[config.mk]
export PLATFORM = sky130hd
export DESIGN_NAME = ballot_session_ctrl_flat
export DESIGN_NICKNAME = d
export VERILOG_FILES = /design/src/rtl/voting_pkg.sv /design/src/rtl/ballot_session_ctrl_if.sv /design/src/rtl/ballot_timer.sv /design/src/rtl/ballot_session_ctrl.sv /design/src/flat_wrapper.sv
export SDC_FILE = /design/constraint.sdc
export NUM_CORES = 1
export LEC_CHECK = 0
export ABC_AREA = 1
export BUFFER_PORTS_ARGS = -buffer_cell sky130_fd_sc_hd__buf_2
export CORE_MARGIN = 5
export CORE_UTILIZATION = 55
export DETAILED_ROUTE_END_ITERATION = 7
export PLACE_DENSITY_LB_ADDON = 0.08
export RECOVER_POWER = 25
export SLEW_MARGIN = 20
export SYNTH_ARGS = -nofsm -noshare
export SYNTH_HDL_FRONTEND = slang
export SYNTH_SLANG_ARGS = --single-unit
[constraint.sdc]
create_clock -name clock -period 2.75 [get_ports clock]
set_clock_uncertainty 0.05 [all_clocks]
set_input_delay 0.275 -clock clock [delete_from_list [all_inputs] [get_ports clock]]
set_output_delay 0.275 -clock clock [all_outputs]
set_load 0.02 [all_outputs]
[src/rtl/voting_pkg.sv]
// Shared types and helpers for the ballot booth controller.
package voting_pkg;

  localparam int NUM_CAND = 4;
  localparam int CAND_W   = 2;

  typedef enum logic [2:0] {
    IDLE,
    ARMED,
    DEBOUNCE,
    CAST,
    RELEASE,
    REJECT
  } ballot_state_t;

  // Encoded index of a one-hot candidate vector (caller guarantees one-hot).
  function automatic logic [CAND_W-1:0] onehot2bin(input logic [NUM_CAND-1:0] oh);
    logic [CAND_W-1:0] b;
    b = '0;
    for (int i = 0; i < NUM_CAND; i++)
      if (oh[i]) b = b | CAND_W'(i);
    return b;
  endfunction

endpackage

[src/rtl/ballot_session_ctrl_if.sv]
// Booth I/O bundle: officer/voter inputs towards the controller, vote strobe
// and status towards the counters and display.
interface ballot_session_ctrl_if #(parameter int CNT_W = 8);
  import voting_pkg::*;

  logic              mode;
  logic              arm;
  logic              button1;
  logic              button2;
  logic              button3;
  logic              button4;
  logic              vote_valid;
  logic [CAND_W-1:0] vote_sel;
  logic              armed;
  logic              reject;
  logic              timeout;
  logic [CNT_W-1:0]  voters;

  modport master (
    output mode, arm, button1, button2, button3, button4,
    input  vote_valid, vote_sel, armed, reject, timeout, voters
  );

  modport slave (
    input  mode, arm, button1, button2, button3, button4,
    output vote_valid, vote_sel, armed, reject, timeout, voters
  );
endinterface

[src/rtl/ballot_timer.sv]
// Session timeout counter: cleared while idle, counts only while enabled,
// and parks at the terminal value so expire_o stays asserted.
module ballot_timer #(
  parameter int TIMEOUT_CYCLES = 1000
) (
  input  logic clk,
  input  logic rst,
  input  logic clr_i,
  input  logic en_i,
  output logic expire_o
);
  localparam int TW = $clog2(TIMEOUT_CYCLES);

  logic [TW-1:0] tmr_q;

  assign expire_o = (tmr_q == TW'(TIMEOUT_CYCLES - 1));

  // Count up while enabled, hold at terminal count.
  always_ff @(posedge clk or posedge rst) begin
    if (rst)                    tmr_q <= '0;
    else if (clr_i)             tmr_q <= '0;
    else if (en_i && !expire_o) tmr_q <= tmr_q + 1'b1;
  end
endmodule

[src/rtl/ballot_session_ctrl.sv]
// One-voter-per-session sequencer: arm, debounce one candidate button,
// reject multi-presses, time out abandoned sessions, lock during results.
module ballot_session_ctrl
  import voting_pkg::*;
#(
  parameter int DEBOUNCE_CYCLES = 10,
  parameter int TIMEOUT_CYCLES  = 1000,
  parameter int CNT_W           = 8
) (
  input  logic                 clock,
  input  logic                 reset,
  ballot_session_ctrl_if.slave bus
);
  localparam int DW = (DEBOUNCE_CYCLES > 1) ? $clog2(DEBOUNCE_CYCLES) : 1;

  ballot_state_t     state_q;
  logic [NUM_CAND-1:0] btn_q, cand_q, btn_raw;
  logic              arm_q, arm_rise;
  logic [DW-1:0]     dcnt_q;
  logic [CNT_W-1:0]  voters_q;
  logic              vote_valid_q, armed_q, reject_q, timeout_q;
  logic [CAND_W-1:0] vote_sel_q;
  logic              tmr_expire;

  assign btn_raw  = {bus.button4, bus.button3, bus.button2, bus.button1};
  assign arm_rise = bus.arm & ~arm_q;

  // Timer runs only in ARMED/REJECT; clearing it while idle gives a fresh
  // budget on every IDLE->ARMED entry but not on REJECT->ARMED returns.
  ballot_timer #(.TIMEOUT_CYCLES(TIMEOUT_CYCLES)) u_timer (
    .clk      (clock),
    .rst      (reset),
    .clr_i    (state_q == IDLE),
    .en_i     ((state_q == ARMED) || (state_q == REJECT)),
    .expire_o (tmr_expire)
  );

  // Session FSM with input sampling, debounce/voter counters and registered outputs.
  always_ff @(posedge clock or posedge reset) begin
    if (reset) begin
      state_q      <= IDLE;
      btn_q        <= '0;
      arm_q        <= 1'b0;
      cand_q       <= '0;
      dcnt_q       <= '0;
      voters_q     <= '0;
      vote_valid_q <= 1'b0;
      vote_sel_q   <= '0;
      armed_q      <= 1'b0;
      reject_q     <= 1'b0;
      timeout_q    <= 1'b0;
    end else begin
      btn_q        <= btn_raw;
      arm_q        <= bus.arm;
      vote_valid_q <= 1'b0;
      vote_sel_q   <= '0;
      reject_q     <= 1'b0;
      timeout_q    <= 1'b0;
      if (bus.mode) begin
        // Results display locks the booth regardless of session progress.
        state_q <= IDLE;
        armed_q <= 1'b0;
      end else begin
        unique case (state_q)
          IDLE: if (arm_rise && (btn_q == '0)) begin
            state_q <= ARMED;
            armed_q <= 1'b1;
          end
          ARMED: begin
            if (tmr_expire) begin
              state_q   <= IDLE;
              armed_q   <= 1'b0;
              timeout_q <= 1'b1;
            end else if ($onehot(btn_q)) begin
              state_q <= DEBOUNCE;
              cand_q  <= btn_q;
              dcnt_q  <= '0;
            end else if (btn_q != '0) begin
              state_q  <= REJECT;
              reject_q <= 1'b1;
            end
          end
          DEBOUNCE: begin
            if (btn_q == cand_q) begin
              if (dcnt_q == DW'(DEBOUNCE_CYCLES - 1)) begin
                state_q      <= CAST;
                armed_q      <= 1'b0;
                vote_valid_q <= 1'b1;
                vote_sel_q   <= onehot2bin(cand_q);
                if (voters_q != '1) voters_q <= voters_q + 1'b1;
              end else begin
                dcnt_q <= dcnt_q + 1'b1;
              end
            end else if (btn_q == '0) begin
              state_q <= ARMED;
            end else begin
              state_q  <= REJECT;
              reject_q <= 1'b1;
            end
          end
          CAST:    state_q <= RELEASE;
          RELEASE: if (btn_q == '0) state_q <= IDLE;
          REJECT: begin
            if (tmr_expire) begin
              state_q   <= IDLE;
              armed_q   <= 1'b0;
              timeout_q <= 1'b1;
            end else if (btn_q == '0) begin
              state_q <= ARMED;
            end
          end
          default: begin
            state_q <= IDLE;
            armed_q <= 1'b0;
          end
        endcase
      end
    end
  end

  assign bus.vote_valid = vote_valid_q;
  assign bus.vote_sel   = vote_sel_q;
  assign bus.armed      = armed_q;
  assign bus.reject     = reject_q;
  assign bus.timeout    = timeout_q;
  assign bus.voters     = voters_q;
endmodule
[src/flat_wrapper.sv]
// flat-port wrapper written by rule: the top's interface ports become plain ports
module ballot_session_ctrl_flat import voting_pkg::*;
#(
  parameter int DEBOUNCE_CYCLES = 10,
  parameter int TIMEOUT_CYCLES  = 1000,
  parameter int CNT_W           = 8
)
  (clock, reset, bus_mode, bus_arm, bus_button1, bus_button2, bus_button3, bus_button4, bus_vote_valid, bus_vote_sel, bus_armed, bus_reject, bus_timeout, bus_voters);
  ballot_session_ctrl_if #(.CNT_W(CNT_W)) bus_i ();
  input  logic clock;
  input  logic reset;
  input wire logic [$bits(bus_i.mode)-1:0] bus_mode;
  input wire logic [$bits(bus_i.arm)-1:0] bus_arm;
  input wire logic [$bits(bus_i.button1)-1:0] bus_button1;
  input wire logic [$bits(bus_i.button2)-1:0] bus_button2;
  input wire logic [$bits(bus_i.button3)-1:0] bus_button3;
  input wire logic [$bits(bus_i.button4)-1:0] bus_button4;
  output wire logic [$bits(bus_i.vote_valid)-1:0] bus_vote_valid;
  output wire logic [$bits(bus_i.vote_sel)-1:0] bus_vote_sel;
  output wire logic [$bits(bus_i.armed)-1:0] bus_armed;
  output wire logic [$bits(bus_i.reject)-1:0] bus_reject;
  output wire logic [$bits(bus_i.timeout)-1:0] bus_timeout;
  output wire logic [$bits(bus_i.voters)-1:0] bus_voters;
  assign bus_i.mode = bus_mode;
  assign bus_i.arm = bus_arm;
  assign bus_i.button1 = bus_button1;
  assign bus_i.button2 = bus_button2;
  assign bus_i.button3 = bus_button3;
  assign bus_i.button4 = bus_button4;
  assign bus_vote_valid = bus_i.vote_valid;
  assign bus_vote_sel = bus_i.vote_sel;
  assign bus_armed = bus_i.armed;
  assign bus_reject = bus_i.reject;
  assign bus_timeout = bus_i.timeout;
  assign bus_voters = bus_i.voters;
  ballot_session_ctrl #(.DEBOUNCE_CYCLES(DEBOUNCE_CYCLES), .TIMEOUT_CYCLES(TIMEOUT_CYCLES), .CNT_W(CNT_W)) u_core (.clock(clock), .reset(reset), .bus(bus_i));
endmodule
Word-level counts from Yosys, hierarchy flattened. Index checks and enable logic that the tools add are counted.

Bitwise gates (word level): 4. Shift operators: 0. Eq/ne operators: 23. Reductions and logical operators: 16. Div/mod/pow operators: 0. Multipliers: 0. Muxes and demuxes: 46. Order comparisons: 0. Add/sub/neg operators: 6.

Operators with widths (number): two-way mux 3 bit (11); two-way mux 10 bit (2); two-way mux 1 bit (19); one-hot mux 3 bit (6 select lines) (1); two-way mux 4 bit (4); AND reduction 5 bit (3); two-way mux 2 bit (6); != test 3 x 2 -> 1 bit (second input constant) (4); adder 10 x 1 -> 10 bit (second input constant) (1); == test 10 bit (second input constant) (1); adder 8 x 1 -> 8 bit (second input constant) (1); != test 4 bit (second input constant) (2); != test 8 bit (second input constant) (1); one-hot mux 4 bit (2 select lines) (1); == test 3 x 1 -> 1 bit (second input constant) (2); == test 3 x 2 -> 1 bit (second input constant) (2); == test 3 bit (second input constant) (2); != test 2 bit (second input constant) (3); AND reduction 6 bit (1); != test 5 bit (second input constant) (1); adder 1 x 1 -> 2 bit (2); adder 4 x 1 -> 4 bit (second input constant) (1); == test 4 bit (1); == test 4 bit (second input constant) (1); 16 further kinds (22).

Memories: 0. Word-level logic and storage cells: 107. Latch bits: 0. Bits of input ports: 8. Register bits after elaboration: 40. Output and inout bits: 14. Bits in writable memories: 0. Memory bits (read-only): 0.

Depth between registers and ports, before layout.
Depth after elaboration: 7. Depth in mapped cells: 12. Mapped depth without buffers: 12.

Modules after synthesis. From an unflattened synthesis, not the netlist that was laid out.

Cells, all modules: 312. Area, all modules: 2368.5 um2.

Modules (own cells, without submodules): ballot_session_ctrl (area each 1715.4 um2, cells each 221, seq. area each 750.7 um2, instances 1); ballot_timer (area each 653.1 um2, cells each 91, seq. area each 250.2 um2, instances 1).

Least setup slack after synthesis. OpenSTA, ideal clock, no wires.

Path kind: reg-to-reg. Start: reg u_core.btn_q[0]. End: reg u_core.state_q[2]. Period minus slack after synthesis: 2260 ps. Library setup time: 121 ps. Setup slack: 490 ps. Stages on the path, launching flop included: 13. Arrival time: 2089 ps. Data required time: 2579 ps. Path buffers: 0. Path through: dfrtp_1 -> inv_2 -> ha_1 -> ha_1 -> fa_1 -> nor3_2 -> inv_1 -> nand3_2 -> nand2_1 -> nand3_1 -> nand2_1 -> nand2_1 -> o21ai_1.

Cells in the longest elaborated chain, start to end: 7. Elaborated cells on any way between the ends: 19. Classes of those cells: add/sub: 2; eq/ne: 7; mux: 6; reduce/logical: 4.

Ends and longest elaborated chain: start: declaration (line ballot_session_ctrl.sv:17) `logic [NUM_CAND-1:0] btn_q, cand_q, btn_raw;`; start signal: assignment (line ballot_session_ctrl.sv:53) `btn_q <= btn_raw;`; adder 1 x 1 -> 2 bit (implied by the code) (line ballot_session_ctrl.sv:74) `end else if ($onehot(btn_q)) begin`; adder 3 bit (implied by the code) (line ballot_session_ctrl.sv:74); == test 3 x 1 -> 1 bit (line ballot_session_ctrl.sv:74); two-way mux 3 bit (line ballot_session_ctrl.sv:74); two-way mux 3 bit (line ballot_session_ctrl.sv:70) `if (tmr_expire) begin`; one-hot mux 3 bit (6 select lines) (line ballot_session_ctrl.sv:64) `unique case (state_q)`; two-way mux 3 bit (line ballot_session_ctrl.sv:59) `if (bus.mode) begin`; end signal: assignment (line ballot_session_ctrl.sv:61) `state_q <= IDLE;`; end signal: assignment (line ballot_session_ctrl.sv:71) `state_q <= IDLE;`; end signal: assignment (line ballot_session_ctrl.sv:75) `state_q <= DEBOUNCE;`; end: declaration (line ballot_session_ctrl.sv:16) `ballot_state_t state_q;`.

Parallel ways exist; a longest one is shown, timed or not. A chain may end at the register's enable or synchronous reset.

Worst setup path after layout.
Start: reg u_core.btn_q[3]. End: reg u_core.state_q[2].

Same word-level chain as after synthesis.

==> flow_metrics.tcl <==
set metrics [dict create \
    cts_hold_buf 0 \
    powerDensity_nw_per_um2 702 \
    start_util_pct 57.1 \
    insertedDiodeCount 0 \
    finalNetCount 326 \
    critPathKind "flop to flop" \
    gp_congestion 0.810 \
    portBuffers 21 \
    cts_max_path_buffers 2 \
    yosysMostFrequentCell "nand2_1" \
    p_leak_uw 0.00138 \
    synth_seq_cells 40 \
    pre_cts_ws_ps 324 \
    rsz0062_at_grt "false" \
    pin_count 22 \
    netlist_area_um2 2300 \
    gr-total-overflow 0 \
    crit_path_max_fanout 4 \
    totalWireLength_um 4430 \
    nFillCells 343 \
    finalCriticalPeriod_ps 2440 \
    slew_violations 0 \
    viasPerCell 5.09 \
    grt_antenna_before_repair 0 \
    ff_latch_area_um2 1000 \
    die_x_um 74.7 \
    die_h_um 74.7 \
    post_cts_resized 0 \
    grt_pass1_vias 1783 \
    grt_pass1_wl_um 7870 \
    multiInputGateArea_um2 1150 \
    insertion_delay_ps 290 \
    cp_cell_sequence "inv_1, ha_1, ha_1, fa_1, nor3_2, inv_1, nand3_2, nand2_1, nand3_1, nand2_1, nand2_1, o21ai_1" \
    slew_headroom_pct 17.1 \
    htree_levels 2 \
    synthCells 279 \
    cts_buffers 5 \
    worst_slack_ps 307 \
    hold_slack_ps 19.3 \
    start_kind "flop" \
    outcome "complete, no violations" \
    ys.flop_type "dfrtp_1" \
    ant_nets 0 \
    core_um2 4030 \
    hold_class "primary input to async pin" \
    fin_cells 359 \
    ir_drop_v 0.000396 \
    required_ps 2880 \
    dp.cells 351 \
    hold_violations 0 \
    critPathCaptureType "flop" \
    synth_commonest_cells "nand2_1 (72), dfrtp_1 (40), inv_1 (27), nor2_1 (22), nand3_1 (21)" \
    grt_use_total_pct 18.3 \
    yosysSeqAreaShare_pct 43.5 \
    fmax_ghz 0.409 \
    die_area_um2 5580 \
    maxCapViolations 0 \
    cts_setup_buffers 0 \
    route.vias.total 1826 \
    syn_area_per_cell_um2 8.25 \
    fin_crit_sh_pct 88.8 \
    cpPeakStageDelay_ps 460 \
    setup_violations 0 \
    wire_per_inst_um 12.3 \
    drive_above_1_share_pct 20.4 \
    clk_pin_slew_ps 70 \
    cp.arrival_ps 2570 \
    grt_max_degree 24 \
    synth_edf_count 0 \
    crit_slowest_cell "fa_1" \
    area_delta_synth_final_pct 12.9 \
    clock-sinks 40 \
    hpwl_um 3290 \
    first_pass_iters 4 \
    yosysTopAreaCellShare_pct 43.5 \
    worstMarginPinSlew_ps 1240 \
    yosys_warnings 0 \
    crit_path_frequent_cell "nand2_1" \
    row_count 23 \
    ys_types 31 \
    drcViolationCount 0 \
    cts_tree "done" \
    fin_setup_tns_ps 0 \
    synthTopCellsByArea "dfrtp_1 (43%), nand2_1 (12%), ha_1 (4.9%)" \
    async_flop_share_pct 100 \
    synth_top_area_cell "dfrtp_1" \
    synth_nets 297 \
    root_buffer "clkbuf_8" \
    drtIter0Drc 65 \
    power_uw 1830 \
]
[worst paths after layout]
check | end | from | slack (ps) | cells past startpoint
max | u_core.state_q[2] | u_core.btn_q[3] | 310 | 12
min | u_core.bus.reject | reset | 20 | 2
max reg2reg | u_core.state_q[2] | u_core.btn_q[3] | 310 | 12
min reg2reg | u_core.bus.armed | u_core.bus.armed | 450 | 2
max in group asynchronous | u_core.dcnt_q[0] | reset | 1070 | 3
min in group clock | u_core.btn_q[3] | bus_button4 | 30 | 1
[per-stage QoR]
stage / util (%) / area (um^2)
3_3_place_gp: 61.8 / 2490
4_1_cts: 64.9 / 2620
2_1_floorplan: - / 2300
5_1_grt: 64.5 / 2600
3_5_place_dp: 61.8 / 2490
6_report: 64.5 / 2600
[metal layers]
layer / vias up / wire, um / share of wire, % / GRT usage [%]
li1: 947 / - / - / -
met1: 841 / 2080 / 47 / 22.7
met2: 31 / 2120 / 48 / 31.5
met3: 7 / 162 / 3.7 / 4.14
met4: 0 / 64 / 1.4 / 6.32
met5: - / 0 / 0 / 0
[state kept, by name (all words and copies together) (netlist names)]
name	count
u_core.bus.voters	8
u_core.arm_q	1
u_core.u_timer.tmr_q	10
u_core.bus.reject	1
u_core.state_q	3
u_core.bus.timeout	1
u_core.dcnt_q	4
u_core.bus.armed	1
u_core.bus.vote_valid	1
u_core.cand_q	4
u_core.bus.vote_sel	2
u_core.btn_q	4
[area by class of cell]
cell class / instances / area share [%]
multi-input combinational: 199 / 44.2
sequential: 40 / 38.5
inverter: 40 / 5.87
timing repair buffer: 22 / 4.14
clock buffer: 7 / 3.71
tap: 50 / 2.41
clock inverter: 1 / 1.16
[cell usage in the layout (no fill, tap or decap), drive strengths merged]
cell,Yosys,final
a21oi,10,10
a32o,1,1
and3,1,1
buf,0,20
bufinv,0,1
clkbuf,0,9
clkinv,1,1
dfrtp,40,40
fa,1,1
ha,9,9
inv,39,39
nand2,79,79
nand3,22,22
nand4,6,6
nor2,28,28
nor3,8,8
o21ai,22,22
o31ai,1,1
xnor2,5,5
xor2,6,6
[cells by family after synthesis]
kind of cell,Yosys count,synth area share (%)
compound gates,34,8.53
fa+ha+maj,10,5.76
simple gates,144,31.1
flops,40,43.5
xor+xnor,11,4.51
buf+inv,40,6.63
[worst max-delay path: cells and delay by family, from the launching register on]
kind,cells,cell delay [ps]
DFF,1,400
and+or+nand+nor,6,670
buffers and inverters,2,240
adders and majority gates,3,900
AOI/OAI and AO/OA,1,60
[power by group]
group          total (uW)  switching, uW  internal, uW
combinational         574            395           179
clock                 523            202           320
sequential            728           70.6           658
No activity file was read; power rests on OpenSTA's default activity.
